`config.mk`:
```
export PLATFORM = sky130hd
export DESIGN_NAME = udma_ethernet_rx_desc_ctrl
export DESIGN_NICKNAME = d
export VERILOG_FILES = /design/src/rtl/udma_ethernet_rx_desc_ctrl.sv
export SDC_FILE = /design/constraint.sdc
export NUM_CORES = 1
export LEC_CHECK = 0
export ABC_AREA = 1
export CORE_ASPECT_RATIO = 1.1
export CORE_MARGIN = 1
export CORE_UTILIZATION = 25
export CTS_BUF_LIST = sky130_fd_sc_hd__clkbuf_16
export DETAILED_ROUTE_END_ITERATION = 16
export GPL_TIMING_DRIVEN = 0
export HOLD_SLACK_MARGIN = 0.03
export PLACE_DENSITY = 0.48
export REMOVE_ABC_BUFFERS = 1
export SLEW_MARGIN = 40
export SYNTH_ARGS = -nofsm -noshare
export SYNTH_HDL_FRONTEND = slang
export SYNTH_SLANG_ARGS = --single-unit
```
`constraint.sdc`:
```
create_clock -name clk_i -period 2.25 [get_ports clk_i]
set_clock_uncertainty 0.2 [all_clocks]
set_input_delay 0.45 -clock clk_i [delete_from_list [all_inputs] [get_ports clk_i]]
set_output_delay 0.45 -clock clk_i [all_outputs]
set_load 0.02 [all_outputs]
```
`src/rtl/udma_ethernet_rx_desc_ctrl.sv`:
```
// ---------------------------------------------------------------------------
// udma_ethernet_rx_desc_ctrl
//
// Four-slot RX descriptor ring controller between the Ethernet MAC RX byte
// stream and the uDMA RX channel. For every frame it picks the next free ring
// slot, arms the channel with that slot's start address and forwards the
// bytes. A good frame is committed by publishing the new ring pointer
// together with the frame size. Frames are dropped when the ring is full,
// when RX is disabled, on a MAC error, or when they exceed MAX_FRAME bytes.
//
// Optional feature macro: ETH_RX_DESC_DROPCNT_EN
//   defined   -> drop_cnt_o counts dropped frames (saturating at 16'hFFFF)
//   undefined -> no counter logic, drop_cnt_o is tied to 16'h0
//
// Ports:
//   clk_i, rstn_i               clock, asynchronous active-low reset
//   en_rx_i                     RX path enable
//   cfg_rx_startaddr0..3_i      start address of each ring slot
//   slot_full_i[3:0]            1 = slot owned by software, not usable
//   rx_valid_i/rx_data_i/
//   rx_last_i/rx_err_i          MAC byte stream (err qualified by last)
//   rx_ready_o                  byte accepted on rx_valid_i & rx_ready_o
//   udma_valid_o/udma_data_o    bytes toward the uDMA channel
//   udma_ready_i                channel backpressure
//   ch_startaddr_o/ch_size_o    channel start address / size (MAX_FRAME)
//   ch_en_o, ch_clr_o           one-cycle channel start / abort pulses
//   rx_pointer_o, rx_size_o     last committed slot and its frame length
//   frame_done_o                one-cycle commit pulse
//   drop_cnt_o                  dropped-frame counter
// ---------------------------------------------------------------------------
module udma_ethernet_rx_desc_ctrl #(
    parameter int L2_AWIDTH_NOAL = 12,
    parameter int TRANS_SIZE     = 16,
    parameter int MAX_FRAME      = 1522
) (
    input  logic                      clk_i,
    input  logic                      rstn_i,
    input  logic                      en_rx_i,
    input  logic [L2_AWIDTH_NOAL-1:0] cfg_rx_startaddr0_i,
    input  logic [L2_AWIDTH_NOAL-1:0] cfg_rx_startaddr1_i,
    input  logic [L2_AWIDTH_NOAL-1:0] cfg_rx_startaddr2_i,
    input  logic [L2_AWIDTH_NOAL-1:0] cfg_rx_startaddr3_i,
    input  logic [3:0]                slot_full_i,
    input  logic                      rx_valid_i,
    input  logic [7:0]                rx_data_i,
    input  logic                      rx_last_i,
    input  logic                      rx_err_i,
    output logic                      rx_ready_o,
    output logic                      udma_valid_o,
    output logic [7:0]                udma_data_o,
    input  logic                      udma_ready_i,
    output logic [L2_AWIDTH_NOAL-1:0] ch_startaddr_o,
    output logic [TRANS_SIZE-1:0]     ch_size_o,
    output logic                      ch_en_o,
    output logic                      ch_clr_o,
    output logic [1:0]                rx_pointer_o,
    output logic [TRANS_SIZE-1:0]     rx_size_o,
    output logic                      frame_done_o,
    output logic [15:0]               drop_cnt_o
);

    localparam logic [TRANS_SIZE-1:0] MAX_CNT = TRANS_SIZE'(MAX_FRAME);

    typedef enum logic [2:0] {
        IDLE,
        ARM,
        RECV,
        DROP,
        COMMIT,
        ABORT
    } state_t;

    state_t                    state;
    logic [TRANS_SIZE-1:0]     byte_cnt;
    logic [TRANS_SIZE-1:0]     byte_cnt_inc;
    logic                      pend_abort;
    logic [1:0]                nxt;
    logic                      arm_ok;
    logic                      accept;
    logic [L2_AWIDTH_NOAL-1:0] start_addr [4];

    assign start_addr[0] = cfg_rx_startaddr0_i;
    assign start_addr[1] = cfg_rx_startaddr1_i;
    assign start_addr[2] = cfg_rx_startaddr2_i;
    assign start_addr[3] = cfg_rx_startaddr3_i;

    // The ring advances one slot per committed frame; the 2-bit add wraps mod 4,
    // so the reset pointer of 3 makes slot 0 the first one used.
    assign nxt          = rx_pointer_o + 2'd1;
    assign arm_ok       = en_rx_i & ~slot_full_i[nxt];
    assign accept       = rx_valid_i & rx_ready_o;
    assign byte_cnt_inc = byte_cnt + TRANS_SIZE'(1);
    assign ch_size_o    = MAX_CNT;
    assign udma_data_o  = rx_data_i;

    // Byte handshake is purely a function of the current state: in RECV the
    // MAC sees the channel's backpressure directly, in DROP every byte is
    // swallowed, and everywhere else the MAC is held off.
    always_comb begin
        rx_ready_o   = 1'b0;
        udma_valid_o = 1'b0;
        unique case (state)
            RECV: begin
                rx_ready_o   = udma_ready_i;
                udma_valid_o = rx_valid_i;
            end
            DROP: begin
                rx_ready_o   = 1'b1;
            end
            default: begin
                rx_ready_o   = 1'b0;
                udma_valid_o = 1'b0;
            end
        endcase
    end

    // Main frame FSM. Every registered output is updated on the edge that
    // enters the state it belongs to, so a pulse is visible exactly while the
    // FSM sits in ARM / COMMIT / ABORT, and the start address is already
    // valid while ch_en_o is high. The commit edge also counts the last byte.
    always_ff @(posedge clk_i or negedge rstn_i) begin
        if (!rstn_i) begin
            state          <= IDLE;
            byte_cnt       <= '0;
            pend_abort     <= 1'b0;
            rx_pointer_o   <= 2'b11;
            rx_size_o      <= '0;
            ch_startaddr_o <= '0;
            ch_en_o        <= 1'b0;
            ch_clr_o       <= 1'b0;
            frame_done_o   <= 1'b0;
        end else begin
            ch_en_o      <= 1'b0;
            ch_clr_o     <= 1'b0;
            frame_done_o <= 1'b0;
            unique case (state)
                IDLE: begin
                    if (arm_ok) begin
                        state          <= ARM;
                        ch_startaddr_o <= start_addr[nxt];
                        ch_en_o        <= 1'b1;
                    end else if (rx_valid_i) begin
                        state      <= DROP;
                        pend_abort <= 1'b0;
                    end
                end
                ARM: begin
                    byte_cnt <= '0;
                    state    <= RECV;
                end
                RECV: begin
                    if (accept) begin
                        byte_cnt <= byte_cnt_inc;
                        if (rx_last_i) begin
                            if (rx_err_i) begin
                                state    <= ABORT;
                                ch_clr_o <= 1'b1;
                            end else begin
                                state        <= COMMIT;
                                rx_size_o    <= byte_cnt_inc;
                                rx_pointer_o <= nxt;
                                frame_done_o <= 1'b1;
                            end
                        end else if (byte_cnt_inc == MAX_CNT) begin
                            state      <= DROP;
                            pend_abort <= 1'b1;
                        end
                    end
                end
                DROP: begin
                    if (accept && rx_last_i) begin
                        pend_abort <= 1'b0;
                        if (pend_abort) begin
                            state    <= ABORT;
                            ch_clr_o <= 1'b1;
                        end else begin
                            state <= IDLE;
                        end
                    end
                end
                COMMIT: begin
                    state <= IDLE;
                end
                ABORT: begin
                    state <= IDLE;
                end
                default: begin
                    state <= IDLE;
                end
            endcase
        end
    end

`ifdef ETH_RX_DESC_DROPCNT_EN
    logic drop_inc;

    // A frame is counted once: either when it is refused straight from IDLE,
    // or in ABORT (MAC error or oversize after the slot was armed).
    assign drop_inc = (state == ABORT) || ((state == IDLE) && !arm_ok && rx_valid_i);

    // Saturating dropped-frame counter.
    always_ff @(posedge clk_i or negedge rstn_i) begin
        if (!rstn_i) begin
            drop_cnt_o <= '0;
        end else if (drop_inc && (drop_cnt_o != 16'hFFFF)) begin
            drop_cnt_o <= drop_cnt_o + 16'd1;
        end
    end
`else
    assign drop_cnt_o = 16'h0;
`endif

endmodule

```
==> results of run 1 <==
## placed cells by master, fill, tap and decap left out, drive strengths merged, types with 2 or more instances in the layout
master	netlist	final
clkdlybuf4s50	0	88
o211ai	12	12
o22ai	11	11
nor2	35	35
conb	2	32
dlygate4sd2	0	4
nor3	4	4
nand2	133	133
o21ai	25	25
buf	44	18
dfrtp	51	51
nand3	30	30
inv	40	40
xor2	3	3
clkbuf	9	5
ha	2	2
nand4	4	4
dfstp	2	2
mux2i	11	11
a21oi	4	4
a31oi	3	3
## sequential cells by signal (all words and copies together), names as in the netlist
name	count
ch_clr_o	1
pend_abort	1
frame_done_o	1
state	3
ch_en_o	1
ch_startaddr_o	12
rx_pointer_o	2
rx_size_o	16
byte_cnt	16
## worst paths after layout
kind / end / slack [ns]
max: state[1] / 0.10
max in group asynchronous: rx_pointer_o[1] / 0.91
min in group asynchronous: ch_startaddr_o[5] / 0.39
min: rx_size_o[10] / 0.28
max reg2reg: state[1] / 0.10
min reg2reg: rx_size_o[10] / 0.28
## synthesized netlist by cell type, types with 2 or more instances
cell                       instances
sky130_fd_sc_hd__o211ai_1         12
sky130_fd_sc_hd__nor3_1            3
sky130_fd_sc_hd__o21ai_0          12
sky130_fd_sc_hd__ha_1              2
sky130_fd_sc_hd__buf_4            40
sky130_fd_sc_hd__o22ai_1          11
sky130_fd_sc_hd__conb_1            2
sky130_fd_sc_hd__nor2_1           32
sky130_fd_sc_hd__a21oi_1           4
sky130_fd_sc_hd__a31oi_1           3
sky130_fd_sc_hd__dfstp_2           2
sky130_fd_sc_hd__nor2_4            3
sky130_fd_sc_hd__nand3_1          30
sky130_fd_sc_hd__inv_2             3
sky130_fd_sc_hd__o21ai_2          13
sky130_fd_sc_hd__inv_1            36
sky130_fd_sc_hd__nand2_1         132
sky130_fd_sc_hd__dfrtp_1          51
sky130_fd_sc_hd__mux2i_1          11
sky130_fd_sc_hd__nand4_1           4
sky130_fd_sc_hd__xor2_1            3
sky130_fd_sc_hd__buf_6             2
sky130_fd_sc_hd__clkbuf_1          9
## worst register-to-register path: cells and delay by family (launching register included)
kind | cells | cell delay, ns
simple gates | 10 | 1.02
flops | 1 | 0.43
xor+xnor | 1 | 0.21
fa+ha+maj | 1 | 0.17
## what timing repair did
action,4_1_cts,5_1_grt
setup buffers,4,12
setup endpoints to repair,51,34
pin swaps,1,3
hold endpoints to repair,22,0
hold buffers,1,0
resized for setup,19,10
## per-layer routing
| metal | up-vias | GRT usage [%] |
|---|---|---|
| met3 | 10 | 4.478 |
| met1 | 1387 | 14.95 |
| li1 | 1493 | - |
| met4 | 0 | 4.476 |
| met2 | 131 | 23.15 |
| met5 | - | 0 |
## final cells by class
type | count | area (µm²) | share of cell area, %
clock buffers | 5 | 125.1 | 2.743
clock inverters | 3 | 43.79 | 0.9600
inverters | 40 | 161.4 | 3.538
multi-input cells | 312 | 1620 | 35.52
flip-flops and latches | 53 | 1338 | 29.32
well taps | 157 | 196.4 | 4.306
repair buffers | 111 | 1077 | 23.61
## metrics by stage
stage	setup TNS, ns	setup slack, ns	cell area, µm²
final	0	0.1035	4562
after CTS	0	0.01221	4431
after floorplan	-1.748	-0.1460	3018
after detailed placement	-24.99	-0.7274	4165
after global routing	-0.05649	-0.05649	4562
after global placement	-93.14	-1.283	4145
## cell families (layout without fill, tap and decap cells)
logic type	count (synthesis)	count (layout)	synth area share, %
adder cells (fa/ha/maj)	2	2	0.7650
buffers and inverters	93	159	15.84
AND/OR/NAND/NOR	207	207	26.55
other	2	32	0.2296
flip-flops	53	53	40.63
multiplexers	11	11	3.367
AO/OA/AOI/OAI	57	57	11.82
XOR/XNOR	3	3	0.8035
## power by group through the flow
stage / combinational (mW) / sequential [mW] / clock (mW)
floorplan: 0.944 / 1.62 / 0
global placement: 1.90 / 1.44 / 0
detailed placement: 1.91 / 1.45 / 0
CTS: 1.99 / 1.43 / 0.930
global route: 2.37 / 1.41 / 0.960
finish: 2.14 / 1.38 / 0.895
==> run_summary.xml, run 1 <==
<?xml version="1.0" encoding="UTF-8"?>
<metrics>
  <group name="run_status">
    <metric name="result_of_the_run" unit="">finished, violations left</metric>
    <metric name="violations" unit="">DRC</metric>
  </group>
  <group name="setup_path">
    <metric name="critical-path-top-delay-family" unit="">simple AND/OR/NAND/NOR gates</metric>
    <metric name="cp_num_buf_inv" unit="">0</metric>
    <metric name="setup.worst_path.start" unit="">byte_cnt[0]</metric>
    <metric name="timing.critical_path.mode_cell" unit="">sky130_fd_sc_hd__nand2_1</metric>
    <metric name="critPathCaptureType" unit="">flip-flop</metric>
    <metric name="path_cells" unit="">ha_4 -&gt; nand2_1 -&gt; nor2_4 -&gt; nand3_1 -&gt; xor2_2 -&gt; nand3_1 -&gt; nor2_1 -&gt; nand2_1 -&gt; nand2_1 -&gt; nand2_1 -&gt; nand2_1 -&gt; nand2_1</metric>
    <metric name="critical_path_required" unit="ns">2.24</metric>
    <metric name="r2r_cells" unit="">12</metric>
    <metric name="worstReg2RegStart" unit="">byte_cnt[0]</metric>
    <metric name="critical_path_peak_fanout" unit="">5</metric>
    <metric name="cp_slowest_cell" unit="">sky130_fd_sc_hd__dfrtp_2</metric>
    <metric name="worstSetupPathDepth" unit="">12</metric>
    <metric name="critPathMaxStageDelay" unit="ns">0.43</metric>
    <metric name="timing.critical_path.from_type" unit="">flip-flop</metric>
    <metric name="setup.worst_path.class" unit="">flip-flop to flip-flop</metric>
    <metric name="crit_arrival" unit="ns">2.14</metric>
  </group>
  <group name="placement">
    <metric name="detailedPlacementHpwl" unit="µm">6332</metric>
    <metric name="gp_routability_congestion" unit="">0.8532</metric>
    <metric name="post-place-cells" unit="">656</metric>
    <metric name="place.port_buffers" unit="">93</metric>
  </group>
  <group name="yosys">
    <metric name="syn-mean-instance-area" unit="µm²">7.642</metric>
    <metric name="yosys_most_used_dff" unit="">sky130_fd_sc_hd__dfrtp_1</metric>
    <metric name="synth_area_leader_cell" unit="">sky130_fd_sc_hd__dfrtp_1</metric>
    <metric name="count_of_distinct_cell_types_in_the_synthesized_netlist" unit="">31</metric>
    <metric name="synth_seq_cells" unit="">53</metric>
    <metric name="synthDominantCellAreaShare" unit="%">39.02</metric>
    <metric name="yosysWarnings" unit="">0</metric>
    <metric name="async_flop_share" unit="%">100.0</metric>
    <metric name="synth_enable_flop_cells" unit="">0</metric>
    <metric name="ys_seq_area_share" unit="%">40.63</metric>
    <metric name="synth.cell_area" unit="µm²">3271</metric>
    <metric name="syn_inst" unit="">428</metric>
    <metric name="netlist_top_cells_area" unit="">sky130_fd_sc_hd__dfrtp_1, sky130_fd_sc_hd__nand2_1, sky130_fd_sc_hd__buf_4, sky130_fd_sc_hd__nand3_1, sky130_fd_sc_hd__inv_1</metric>
  </group>
  <group name="route">
    <metric name="drcViolationCount" unit="">10</metric>
    <metric name="first_iter_violations" unit="">163</metric>
    <metric name="drt_wl_total" unit="µm">8640</metric>
    <metric name="dr_wl_met2" unit="µm">4099</metric>
    <metric name="ant_nets" unit="">0</metric>
    <metric name="top_signal_layer_used" unit="">met4</metric>
    <metric name="wl_met1" unit="µm">3669</metric>
    <metric name="routed-via-count" unit="">3021</metric>
    <metric name="post_drt_wl_per_cell" unit="µm">12.69</metric>
    <metric name="detailedRoute.firstPassIterationCount" unit="">10</metric>
    <metric name="wl_met3" unit="µm">754</metric>
    <metric name="drt-vias-per-instance" unit="">4.436</metric>
  </group>
  <group name="layout">
    <metric name="fin_cells" unit="">681</metric>
    <metric name="final_layout_size_suffix_gt1_share" unit="%">12.40</metric>
    <metric name="postLayoutCoreUtil" unit="%">35.93</metric>
    <metric name="area.growth.synth_to_final" unit="%">39.48</metric>
    <metric name="filler_cell_count" unit="">1354</metric>
    <metric name="net_count_final" unit="">592</metric>
    <metric name="antenna_cells" unit="">0</metric>
  </group>
  <group name="grt">
    <metric name="antenna_found_initial" unit="">0</metric>
    <metric name="grtUsageTotal" unit="%">13.15</metric>
    <metric name="grt_pass1_wl" unit="µm">14070</metric>
    <metric name="first_global_vias" unit="">2926</metric>
    <metric name="grt_max_degree" unit="">32</metric>
    <metric name="grt_overflow" unit="">0</metric>
  </group>
  <group name="floorplan">
    <metric name="start_util" unit="%">25.76</metric>
    <metric name="die_h" unit="µm">122.0</metric>
    <metric name="die_width" unit="µm">111.1</metric>
    <metric name="total_die_area" unit="µm²">13540</metric>
    <metric name="io_pins" unit="">142</metric>
    <metric name="core_area" unit="µm²">12700</metric>
    <metric name="core_rows" unit="">43</metric>
  </group>
  <group name="power_and_ir_drop">
    <metric name="p_seq_share" unit="%">31.3</metric>
    <metric name="sw_frac_of_total" unit="%">40.18</metric>
    <metric name="comb_power_share" unit="%">48.5</metric>
    <metric name="switching_power" unit="mW">1.775</metric>
    <metric name="power_density" unit="nW/µm²">968.5</metric>
    <metric name="p_total" unit="mW">4.418</metric>
    <metric name="p_leak" unit="nW">2.012</metric>
    <metric name="intPower" unit="mW">2.643</metric>
    <metric name="vdd_ir_drop_max" unit="mV">0.3416</metric>
    <metric name="pwr-share-clk" unit="%">20.3</metric>
  </group>
  <group name="worst_hold_path">
    <metric name="hold-path-cell-count" unit="">2</metric>
    <metric name="min_path_type" unit="">flip-flop to flip-flop</metric>
    <metric name="worst_hold_startpoint" unit="">rx_size_o[10]</metric>
  </group>
  <group name="sta">
    <metric name="finalHoldViolations" unit="">0</metric>
    <metric name="fin_hold_ws" unit="ns">0.2752</metric>
    <metric name="worstMarginPinSlew" unit="ns">0.5219</metric>
    <metric name="max-slew-margin-rel" unit="%">65.12</metric>
    <metric name="layout_min_cycle_time" unit="ns">2.146</metric>
    <metric name="final_min_period_over_clock_period" unit="%">95.40</metric>
    <metric name="timing.final.setup_violations" unit="">0</metric>
    <metric name="rsz0062_at_grt" unit="">true</metric>
    <metric name="clock.fmax" unit="MHz">465.9</metric>
    <metric name="maxSlewViolCount" unit="">0</metric>
  </group>
  <group name="clock_network">
    <metric name="cts_max_path_buffers" unit="">2</metric>
    <metric name="cts_tree" unit="">yes</metric>
    <metric name="clockRootBuffer" unit="">sky130_fd_sc_hd__clkbuf_16</metric>
    <metric name="clk_transition_reported_paths" unit="ns">0.08</metric>
    <metric name="cts_buffers" unit="">5</metric>
    <metric name="cts_htree_levels" unit="">2</metric>
    <metric name="clock-sinks" unit="">53</metric>
    <metric name="clk_latency" unit="ns">0.30</metric>
  </group>
  <group name="flow_run">
    <metric name="drv_cap" unit="">0</metric>
  </group>
</metrics>
Note: power is estimated with default switching activity, not from simulation.
==> run 2: changes to the inputs <==
- clock period: 2.25 -> 2.7 ns (I/O delays scaled with it)
==> run 2 against run 1 <==
  * Combinational power down 26%
  * Largest cell class unchanged
  * Largest power group unchanged
  * Critical path type is now input pin to output pin
  * The flow still finishes with violations (DRC)
  * Design area decreased by 3.9%
  * Non-clock buffer count is 13 lower
==> run_summary.xml, run 2 (same netlist as run 1, synthesis figures left out) <==
<?xml version="1.0" encoding="UTF-8"?>
<metrics>
  <group name="clock_network">
    <metric name="clock-sinks" unit="">53</metric>
    <metric name="cts_buffers" unit="">5</metric>
    <metric name="cts_tree" unit="">yes</metric>
    <metric name="cts_max_path_buffers" unit="">2</metric>
    <metric name="clk_latency" unit="ns">0.30</metric>
    <metric name="clockRootBuffer" unit="">sky130_fd_sc_hd__clkbuf_16</metric>
    <metric name="cts_htree_levels" unit="">2</metric>
    <metric name="clk_transition_reported_paths" unit="ns">0.07</metric>
  </group>
  <group name="sta">
    <metric name="max-slew-margin-rel" unit="%">60.94</metric>
    <metric name="rsz0062_at_grt" unit="">false</metric>
    <metric name="maxSlewViolCount" unit="">0</metric>
    <metric name="timing.final.setup_violations" unit="">0</metric>
    <metric name="finalSetupTns" unit="ns">0</metric>
    <metric name="layout_min_cycle_time" unit="ns">2.586</metric>
    <metric name="fin_hold_ws" unit="ns">0.2757</metric>
    <metric name="fin_ws" unit="ns">0.1136</metric>
    <metric name="clock.fmax" unit="MHz">386.6</metric>
    <metric name="worstMarginPinSlew" unit="ns">0.5844</metric>
    <metric name="finalHoldViolations" unit="">0</metric>
    <metric name="final_min_period_over_clock_period" unit="%">95.79</metric>
  </group>
  <group name="setup_path">
    <metric name="cp_slowest_cell" unit="">sky130_fd_sc_hd__clkdlybuf4s50_1</metric>
    <metric name="path_cells" unit="">clkdlybuf4s50_1 -&gt; inv_1 -&gt; nor2_1 -&gt; clkdlybuf4s50_1</metric>
    <metric name="worstReg2RegStart" unit="">rx_pointer_o[0]</metric>
    <metric name="setup.worst_path.class" unit="">input pin to output pin</metric>
    <metric name="r2r_cells" unit="">6</metric>
    <metric name="timing.critical_path.from_type" unit="">input pin</metric>
    <metric name="setup.worst_path.start" unit="">rx_valid_i</metric>
    <metric name="timing.critical_path.mode_cell" unit="">sky130_fd_sc_hd__clkdlybuf4s50_1</metric>
    <metric name="critPathMaxStageDelay" unit="ns">0.61</metric>
    <metric name="worstSetupPathDepth" unit="">4</metric>
    <metric name="critical-path-top-delay-family" unit="">buffers and inverters</metric>
    <metric name="critPathCaptureType" unit="">output pin</metric>
    <metric name="crit_arrival" unit="ns">1.85</metric>
    <metric name="critical_path_required" unit="ns">1.96</metric>
    <metric name="cp_num_buf_inv" unit="">3</metric>
    <metric name="critical_path_peak_fanout" unit="">4</metric>
  </group>
  <group name="layout">
    <metric name="net_count_final" unit="">579</metric>
    <metric name="largest_registers" unit="">byte_cnt x16, rx_size_o x16, ch_startaddr_o x12</metric>
    <metric name="antenna_cells" unit="">0</metric>
    <metric name="final_area" unit="µm²">4382</metric>
    <metric name="fin_cells" unit="">668</metric>
    <metric name="postLayoutCoreUtil" unit="%">34.51</metric>
    <metric name="final_common_cell" unit="">sky130_fd_sc_hd__nand2_1</metric>
    <metric name="final_layout_size_suffix_gt1_share" unit="%">8.023</metric>
    <metric name="area.growth.synth_to_final" unit="%">33.97</metric>
    <metric name="mostFrequentLayoutCells" unit="">sky130_fd_sc_hd__nand2_1, sky130_fd_sc_hd__clkdlybuf4s50_1, sky130_fd_sc_hd__dfrtp_1</metric>
  </group>
  <group name="grt">
    <metric name="antenna_found_initial" unit="">0</metric>
    <metric name="grt_overflow" unit="">0</metric>
    <metric name="grtUsageTotal" unit="%">12.73</metric>
    <metric name="grt_pass1_wl" unit="µm">13680</metric>
    <metric name="first_global_vias" unit="">2876</metric>
    <metric name="grt_max_degree" unit="">32</metric>
  </group>
  <group name="route">
    <metric name="detailedRoute.firstPassIterationCount" unit="">12</metric>
    <metric name="top_signal_layer_used" unit="">met4</metric>
    <metric name="wl_met1" unit="µm">3608</metric>
    <metric name="routed-via-count" unit="">2952</metric>
    <metric name="post_drt_wl_per_cell" unit="µm">12.44</metric>
    <metric name="wl_met3" unit="µm">715</metric>
    <metric name="drcViolationCount" unit="">10</metric>
    <metric name="drt-vias-per-instance" unit="">4.419</metric>
    <metric name="drt_wl_total" unit="µm">8307</metric>
    <metric name="dr_wl_met2" unit="µm">3869</metric>
    <metric name="first_iter_violations" unit="">130</metric>
    <metric name="ant_nets" unit="">0</metric>
  </group>
  <group name="worst_hold_path">
    <metric name="min_path_type" unit="">flip-flop to flip-flop</metric>
    <metric name="worst_hold_startpoint" unit="">rx_size_o[10]</metric>
    <metric name="hold-path-cell-count" unit="">2</metric>
  </group>
  <group name="power_and_ir_drop">
    <metric name="p_total" unit="mW">3.535</metric>
    <metric name="vdd_ir_drop_max" unit="mV">0.2940</metric>
    <metric name="p_leak" unit="nW">1.923</metric>
    <metric name="power_density" unit="nW/µm²">806.7</metric>
  </group>
  <group name="placement">
    <metric name="detailedPlacementHpwl" unit="µm">6332</metric>
    <metric name="pre_cts_ws" unit="ns">-0.2774</metric>
    <metric name="place.port_buffers" unit="">93</metric>
    <metric name="gp_routability_congestion" unit="">0.8532</metric>
    <metric name="post-place-cells" unit="">656</metric>
    <metric name="place_area" unit="µm²">4165</metric>
  </group>
  <group name="floorplan">
    <metric name="die_h" unit="µm">122.0</metric>
    <metric name="io_pins" unit="">142</metric>
    <metric name="total_die_area" unit="µm²">13540</metric>
    <metric name="die_width" unit="µm">111.1</metric>
    <metric name="core_rows" unit="">43</metric>
    <metric name="start_util" unit="%">25.76</metric>
    <metric name="core_area" unit="µm²">12700</metric>
  </group>
  <group name="run_status">
    <metric name="result_of_the_run" unit="">finished, violations left</metric>
    <metric name="violations" unit="">DRC</metric>
  </group>
  <group name="flow_run">
    <metric name="drv_cap" unit="">0</metric>
  </group>
</metrics>
## run 2: path summary, 6_finish.rpt
path / to / slack [ns]
max in group asynchronous: rx_pointer_o[1] / 1.27
min reg2reg: rx_size_o[10] / 0.28
min in group asynchronous: ch_startaddr_o[5] / 0.48
min: rx_size_o[10] / 0.28
max: udma_valid_o / 0.11
max reg2reg: ch_startaddr_o[8] / 0.25
## run 2: routing by layer
metal	vias up	GRT usage [%]
li1	1475	-
met1	1339	14.42
met2	128	22.37
met3	10	4.478
met4	0	4.307
met5	-	0
## run 2: what timing repair did
action                                  4_1_cts  5_1_grt
gates resized for setup                       3        1
setup buffers                                 0        3
pin swaps                                     0        1
endpoints found under the setup margin       13       15
endpoints found under the hold margin        22        0
hold buffers                                  1        0
## run 2: worst register-to-register path, cell delays in order, from the launching register on
cell	delay [ns]
sky130_fd_sc_hd__dfstp_4	0.59
sky130_fd_sc_hd__nor2_2	0.52
sky130_fd_sc_hd__a21oi_1	0.20
sky130_fd_sc_hd__nand3_2	0.30
sky130_fd_sc_hd__clkinvlp_4	0.33
sky130_fd_sc_hd__nand2_1	0.16
sky130_fd_sc_hd__nand2_1	0.05
## run 2: power breakdown
part / leakage (nW) / internal (mW) / switching [mW]
clock network: 0.0842 / 0.440 / 0.310
logic: 1.13 / 0.677 / 0.907
registers: 0.705 / 0.993 / 0.208
## run 2: layout make-up
| type | instances | area (µm²) |
|---|---|---|
| repair buffers | 98 | 980.9 |
| flip-flops and latches | 53 | 1333 |
| inverters | 40 | 156.4 |
| fillers | 1366 | 8315 |
| well taps | 157 | 196.4 |
| multi-input cells | 312 | 1546 |
| clock buffers | 5 | 125.1 |
| clock inverters | 3 | 43.79 |
